--- src/rtl/hd_secded_decoder.sv ---
// -----------------------------------------------------------------------------
// hd_secded_decoder
//
// Two-stage pipelined Hamming SEC-DED decoder. This is the receive-side partner
// of the Hamming encoder. It takes one N-bit codeword per cycle and returns the
// K-bit data word. It corrects single-bit errors and flags double-bit errors.
// Two saturating counters record how many corrected and how many uncorrectable
// words have been seen.
//
// Codeword layout (N = K+R+1):
//   din[0]           overall even parity over all N bits
//   din[p], p=1..K+R Hamming position p
//   check bit j sits at position 2**j and covers every position with bit j set
//   data bits fill the non-power-of-2 positions in ascending order
//   (data[0] is at position 3)
//
// Handshake: dvld is sampled on every rising edge and there is no backpressure.
// A word sampled with dvld=1 at edge t is presented with qvld=1 from edge t+1,
// so it is observed at edge t+2. When qvld=0, qout, err_corr and err_uncorr are
// all 0.
//
// Ports
//   clk         in   1      clock, rising edge
//   rst         in   1      asynchronous, active-low reset
//   din         in   N      received codeword
//   dvld        in   1      din valid
//   clr_cnt     in   1      synchronous clear of both counters (wins over +1)
//   qout        out  K      decoded (corrected) data
//   qvld        out  1      qout valid
//   err_corr    out  1      single error corrected in this word
//   err_uncorr  out  1      uncorrectable error in this word
//   corr_cnt    out  CNT_W  saturating count of qvld&err_corr cycles
//   uncorr_cnt  out  CNT_W  saturating count of qvld&err_uncorr cycles
//
// K+R must not exceed 2**R-1. Otherwise a syndrome cannot address every
// codeword position.
// -----------------------------------------------------------------------------
module hd_secded_decoder #(
  parameter int K     = 8,
  parameter int R     = 4,
  parameter int CNT_W = 16
) (
  input  logic             clk,
  input  logic             rst,
  input  logic [K+R:0]     din,
  input  logic             dvld,
  input  logic             clr_cnt,
  output logic [K-1:0]     qout,
  output logic             qvld,
  output logic             err_corr,
  output logic             err_uncorr,
  output logic [CNT_W-1:0] corr_cnt,
  output logic [CNT_W-1:0] uncorr_cnt
);

  localparam int N = K + R + 1;
  localparam int M = K + R;  // highest Hamming position

  // Highest position a syndrome may legally point at.
  localparam logic [R-1:0] MAX_POS = R'(M);

  // Set of codeword positions covered by check bit j.
  function automatic logic [N-1:0] cover_mask(input int j);
    logic [N-1:0] m;
    m = '0;
    for (int p = 1; p <= M; p++) begin
      if (((p >> j) & 1) == 1) m[p] = 1'b1;
    end
    return m;
  endfunction

  // Codeword position of data bit idx. Data bits occupy the positions that
  // are not powers of two, in ascending order.
  function automatic int data_pos(input int idx);
    int cnt;
    int pos;
    cnt = 0;
    pos = 0;
    for (int p = 3; p <= M; p++) begin
      if ((p & (p - 1)) != 0) begin
        if (cnt == idx && pos == 0) pos = p;
        cnt++;
      end
    end
    return pos;
  endfunction

  // ---------------------------------------------------------------------------
  // Stage 1: syndrome, overall parity and raw data.
  // ---------------------------------------------------------------------------
  logic [R-1:0] w_syn;
  logic         w_par;
  logic [K-1:0] w_raw_data;

  // Syndrome bit j is the parity of every position covered by check bit j.
  // This equals bit j of the XOR of the indices of all set positions.
  // din[0] is never covered because position 0 has no bit set.
  for (genvar j = 0; j < R; j++) begin : g_syn
    assign w_syn[j] = ^(din & cover_mask(j));
  end

  assign w_par = ^din;

  for (genvar i = 0; i < K; i++) begin : g_raw
    assign w_raw_data[i] = din[data_pos(i)];
  end

  // Only the data positions are carried forward. Check-bit positions hold no
  // payload, and a flip in one of them never changes the data. Each field is
  // zeroed on invalid cycles so no stale data runs down the pipe.
  logic         r1_vld;
  logic [R-1:0] r1_syn;
  logic         r1_par;
  logic [K-1:0] r1_data;

  always_ff @(posedge clk or negedge rst) begin
    if (!rst) begin
      r1_vld  <= 1'b0;
      r1_syn  <= '0;
      r1_par  <= 1'b0;
      r1_data <= '0;
    end else begin
      r1_vld  <= dvld;
      r1_syn  <= dvld ? w_syn      : '0;
      r1_par  <= dvld ? w_par      : 1'b0;
      r1_data <= dvld ? w_raw_data : '0;
    end
  end

  // ---------------------------------------------------------------------------
  // Stage 2: decode table and correction.
  //   s==0, P==0          clean
  //   s==0, P==1          parity bit itself flipped; data untouched, corrected
  //   s!=0, P==1, s<=K+R  single error at position s; flip it, corrected
  //   s!=0, P==1, s>K+R   points outside the codeword; uncorrectable
  //   s!=0, P==0          double error; uncorrectable
  // ---------------------------------------------------------------------------
  logic         w_s_zero;
  logic         w_in_range;
  logic         w_flip_en;
  logic         w_corr;
  logic         w_uncorr;
  logic [K-1:0] w_data;

  assign w_s_zero   = (r1_syn == '0);
  assign w_in_range = (r1_syn <= MAX_POS);
  assign w_flip_en  = r1_par & ~w_s_zero & w_in_range;
  assign w_corr     = r1_par & (w_s_zero | w_in_range);
  assign w_uncorr   = ~w_s_zero & ~(r1_par & w_in_range);

  // A data bit flips only when the syndrome names its own position.
  for (genvar i = 0; i < K; i++) begin : g_fix
    localparam logic [R-1:0] POS = R'(data_pos(i));
    assign w_data[i] = r1_data[i] ^ (w_flip_en & (r1_syn == POS));
  end

  logic         r_qvld;
  logic [K-1:0] r_qout;
  logic         r_err_corr;
  logic         r_err_uncorr;

  always_ff @(posedge clk or negedge rst) begin
    if (!rst) begin
      r_qvld       <= 1'b0;
      r_qout       <= '0;
      r_err_corr   <= 1'b0;
      r_err_uncorr <= 1'b0;
    end else begin
      r_qvld       <= r1_vld;
      r_qout       <= r1_vld ? w_data : '0;
      r_err_corr   <= r1_vld & w_corr;
      r_err_uncorr <= r1_vld & w_uncorr;
    end
  end

  // ---------------------------------------------------------------------------
  // Event counters. Each one counts the flags currently on the outputs, so it
  // updates one edge after the word it counts. Clear takes priority, and each
  // counter stops at all-ones.
  // ---------------------------------------------------------------------------
  logic [CNT_W-1:0] r_corr_cnt;
  logic [CNT_W-1:0] r_uncorr_cnt;

  always_ff @(posedge clk or negedge rst) begin
    if (!rst) begin
      r_corr_cnt   <= '0;
      r_uncorr_cnt <= '0;
    end else if (clr_cnt) begin
      r_corr_cnt   <= '0;
      r_uncorr_cnt <= '0;
    end else begin
      if (r_qvld && r_err_corr && (r_corr_cnt != '1))
        r_corr_cnt <= r_corr_cnt + 1'b1;
      if (r_qvld && r_err_uncorr && (r_uncorr_cnt != '1))
        r_uncorr_cnt <= r_uncorr_cnt + 1'b1;
    end
  end

  assign qout       = r_qout;
  assign qvld       = r_qvld;
  assign err_corr   = r_err_corr;
  assign err_uncorr = r_err_uncorr;
  assign corr_cnt   = r_corr_cnt;
  assign uncorr_cnt = r_uncorr_cnt;

endmodule

--- config.mk ---
export PLATFORM = sky130hd
export DESIGN_NAME = hd_secded_decoder
export DESIGN_NICKNAME = d
export VERILOG_FILES = /design/src/rtl/hd_secded_decoder.sv
export SDC_FILE = /design/constraint.sdc
export NUM_CORES = 1
export LEC_CHECK = 0
export CORE_MARGIN = 2
export CORE_UTILIZATION = 55
export DETAILED_ROUTE_END_ITERATION = 10
export PLACE_DENSITY = 0.85
export SYNTH_ARGS = -nofsm -noshare
export SYNTH_HDL_FRONTEND = slang
export SYNTH_SLANG_ARGS = --single-unit
--- constraint.sdc ---
create_clock -name clk -period 5.6 [get_ports clk]
set_clock_uncertainty 0.15 [all_clocks]
set_input_delay 1.4 -clock clk [delete_from_list [all_inputs] [get_ports clk]]
set_output_delay 1.4 -clock clk [all_outputs]
set_load 0.05 [all_outputs]
; Yosys cells after proc, flatten, opt, wreduce, memory -nomap -nowiden
; Cells that the tools add are included.
[totals]
register_bits = 57
input_bits = 17
output_inout_bits = 43
wordCells = 69
[op_classes]
add_sub_neg = 2
n_lt_le_gt_ge = 1
n_eq_ne = 10
muxes = 8
bitwise_logic = 26
reduce_logical = 12
[op_table]
columns = op, count
row1 = 13-bit XOR reduction, 5
row2 = 16-bit 2-to-1 mux, 4
row3 = "16-bit by 1-bit adder with 16-bit output, second input constant", 2
row4 = "16-bit != test, second input constant", 2
row5 = "4-bit equality test, second input constant", 4
row6 = 8-bit 2-to-1 mux, 2
row7 = 1-bit bitwise AND, 15
row8 = "4-bit by 3-bit equality test with 1-bit output, second input constant", 3
row9 = 1-bit XOR, 8
row10 = "4-bit by 2-bit equality test with 1-bit output, second input constant", 1
row11 = "4-bit <= comparator, second input constant", 1
row12 = 1-bit logical AND, 4
row13 = 4-bit zero test, 1
row14 = 4-bit 2-to-1 mux, 1
row15 = 2-bit nonzero test, 2
row16 = 1-bit inverter, 2
row17 = 1-bit 2-to-1 mux, 1
row18 = 1-bit OR, 1

; Longest topological paths before layout
[logic_depth]
ltp_word = 7
ltp_mapped = 7
ltp_nobuf = 6

; Worst setup path before layout
; Ideal clock, no wire load.
[synth_timing]
path_type = input port to flip-flop
startpoint = input port din[5]
endpoint = register r1_par
setup_ps = 119
arrival_ps = 2175
required_time_ps = 5331
setup_slack_ps = 3156
path_stages = 5
n_path_buf = 0
cell_sequence = xor2_1 xnor2_1 xnor2_1 xnor2_1 and2_1
[synth_between]
elab_chain_cells = 2
[synth_lines]
columns = item, line
row1 = start: declaration, 45  ; input logic [K+R:0] din,
row2 = 13-bit XOR reduction, 102  ; assign w_par = ^din;
row3 = 1-bit 2-to-1 mux, 125  ; r1_par <= dvld ? w_par : 1'b0;
row4 = end signal: assignment, 125
row5 = end: declaration, 113  ; logic r1_par;
; Every way passes these cells.
; A chain may end at the register's enable or synchronous reset.

; Worst setup path after layout
[layout_timing]
startpoint = register r_uncorr_cnt[5], in the netlist uncorr_cnt[5]
endpoint = output port uncorr_cnt[5]
[layout_lines]
columns = item, line
row1 = start: declaration, 182  ; logic [CNT_W-1:0] r_uncorr_cnt;
row2 = start signal: assignment, 195  ; r_uncorr_cnt <= r_uncorr_cnt + 1'b1;
row3 = end: declaration, 53  ; output logic [CNT_W-1:0] uncorr_cnt
; No word-level cell between the ends.

==> flow_summary.ini <==
[timing]
finalMaxSlewViolations = 0
achievable-frequency_mhz = 312
max_slew.worst_pin.slew_ps = 1160
finalSetupTns_ps = 0
layout_setup_ws_ps = 2390
final_period_minus_worst_setup_slack_ps = 3210
setup_viol = 0
worst_slew_margin_rel_pct = 22.4
post-route-period-util_pct = 57.3
finalHoldViolCount = 0
rsz_0062_raised_after_global_routing = false

[placement]
placement.io_buffers = 59
post-place-cells = 402
finalWeightedCongestion = 0.835
preCtsSetupSlack_ps = 2210
dp.final_hpwl_mm = 4.15

[pwr]
power_density_nw_per_um2 = 265
max-vdd-ir-drop_uv = 190
p_leak_nw = 1.45
finalPower_mw = 0.977

[layout]
layout_common_cells = sky130_fd_sc_hd__clkdlybuf4s50_1, sky130_fd_sc_hd__dfrtp_1, sky130_fd_sc_hd__nor2_1
fillCellCount = 363
register_area_um2 = 1430
drive_above_1_share_pct = 7.20
nNetsFinal = 362
finalNonFillerCells = 417
final_common_cell = sky130_fd_sc_hd__clkdlybuf4s50_1
multi_input_area_um2 = 1370
num_antenna_cells = 0
final_core_util_pct = 73.3
syn_to_final_growth_pct = 29.8

[worst_setup_path]
crit_arrival_ps = 1660
r2r.worst_path.cells = 7
worst_path_cell_chain = clkdlybuf4s50_1
worst_ep_required_time_ps = 4050
crit_path_end_kind = output port
worst-path-buf-inv = 1
slowest_stage = sky130_fd_sc_hd__clkdlybuf4s50_1
timing.critical_path.max_delay_family = buffers and inverters
cp_startpoint_kind = register
terminus_of_the_critical_flop_to_flop_path = uncorr_cnt[13]
r2r_slack_ps = 3430
path_class = reg2out
crit-reg2reg-launch = uncorr_cnt[0]
worst-path-max-fanout = 7
cp_slowest_stage_delay_ps = 850

[clocking]
tritoncts_buffers = 9
holdBufCountCts = 0
ctsLongestPathBuffers = 2
clock_insertion_delay_worst_skew_ps = 330
cts_resized = 0
post_cts_buffers = 0
clock_sinks = 57
cts_tree = built
cts_htree_levels = 3
ctsRootBufferMaster = sky130_fd_sc_hd__clkbuf_8
clk_pin_slew_ps = 70

[min_path]
min_from = r1_data[4]
whs_path_depth = 2
worstHoldPathType = reg2reg
min_to = qout[4]

[die]
die_width_um = 75.9
design.portCount = 60
floorplan.rows = 26
initial_core_util_pct = 56.5
dieHeight_um = 75.9
die-area_um2 = 5770
placeableCoreArea_um2 = 5040

[yosys]
synth_fp_nets = 298
ys_seq_area_share_pct = 50.1
ys_ff_latch = 57
number_of_distinct_library_cells_after_synthesis = 39
yosysWarnings = 0
post_synth.cell_area_avg_um2 = 10.2
synthesized_area_um2 = 2850
synthCells = 279

[routing]
number_of_drc_markers_in_iteration_0 = 223
number_of_design_rule_violations_left_after_detail_routing = 0
vias_per_cell = 5.42
ant_nets = 0
detailroute.via_count = 2262
detailedRoute.firstPassIterationCount = 5
routedWlPerCell_um = 13.9
routed_wl_mm = 5.81

[run]
max_cap_violations = 0

[run_status]
outcome = completed

[grt]
grt_pass1_wl_mm = 10.3
number_of_antenna_violations_at_the_first_check_in_global_routing = 0
grt_start_max_net_pins = 58
grt_pass1_vias = 2299
grt.overflow.total = 0
groute.usage.overall_pct = 22.4
-- cell type report --
class | count | share of cell area (%)
Timing Repair Buffer | 61 | 16.3
Tap cell | 70 | 2.37
Multi-Input combinational cell | 209 | 37.0
Inverter | 5 | 0.508
Clock buffer | 10 | 3.73
Clock inverter | 5 | 1.52
Sequential cell | 57 | 38.6
-- layer usage --
| metal | GRT usage [%] | vias up | share of wire, % |
|---|---|---|---|
| li1 | - | 1095 | - |
| met1 | 25.8 | 1094 | 41 |
| met2 | 39.0 | 61 | 53 |
| met3 | 5.48 | 12 | 3.5 |
| met4 | 11.3 | 0 | 2.3 |
| met5 | 0 | - | 0 |
-- how the worst max path moves through the flow --
stage | start | endpoint | slack [ps] | depth (start not counted)
floorplan | din[5] | r1_par | 3160 | 5
global placement | clr_cnt | uncorr_cnt[2] | 2280 | 4
detailed placement | clr_cnt | uncorr_cnt[2] | 2210 | 4
CTS | qvld | qvld | 2380 | 1
global route | uncorr_cnt[5] | uncorr_cnt[5] | 2340 | 1
finish | uncorr_cnt[5] | uncorr_cnt[5] | 2390 | 1
-- cell families after synthesis --
| kind of cell | count (synthesis) | share of synthesized area, % |
|---|---|---|
| buffers and inverters | 13 | 1.89 |
| adder cells (fa/ha/maj) | 2 | 0.879 |
| flip-flops | 57 | 50.1 |
| AO/OA/AOI/OAI | 37 | 9.01 |
| XOR/XNOR | 47 | 14.5 |
| multiplexers | 1 | 0.352 |
| AND/OR/NAND/NOR | 122 | 23.3 |
-- sequential cells by signal (all words and copies together) (netlist names) --
register / flops
corr_cnt: 16
uncorr_cnt: 16
qout: 8
r1_data: 8
r1_syn: 4
err_corr: 1
err_uncorr: 1
qvld: 1
r1_par: 1
r1_vld: 1
-- synthesized netlist by cell type (all sizes together) --
library cell	n	area, µm²
nand3b	2	15.0
ha	2	25.0
a2111oi	1	15.0
and4	1	8.76
xor2	12	105
o21a	1	7.51
nor2	36	135
nor4b	2	38.8
a21o	1	7.51
dfrtp	57	1430
xnor2	35	307
and2	15	93.8
o211a	1	10.0
a211oi	9	67.6
a311oi	2	17.5
mux2i	1	10.0
nor3	9	56.3
or3	10	67.6
o21ai	7	35.0
inv	5	18.8
nor3b	1	7.51
a21oi	6	30.0
a31oi	2	12.5
buf	3	16.3
nand2b	4	25.0
nand4	10	68.8
a31o	1	8.76
nor4	2	12.5
and3	2	12.5
nand3	13	65.1
clkbuf	5	18.8
nand2	15	56.3
a21boi	6	45.0
-- where the power goes --
group          total [mW]  internal (mW)  switching (mW)
Clock               0.377          0.214           0.163
Combinational       0.147         0.0624          0.0844
Sequential          0.453          0.431          0.0217
-- per-stage QoR --
| stage | hold WS (ps) | cell area [µm²] |
|---|---|---|
| finish | 383 | 3690 |
| CTS | 384 | 3690 |
| global placement | 367 | 3500 |
| detailed placement | 371 | 3500 |
| floorplan | 202 | 2850 |
| global route | 403 | 3690 |
Power figures use the tool's default switching activity.
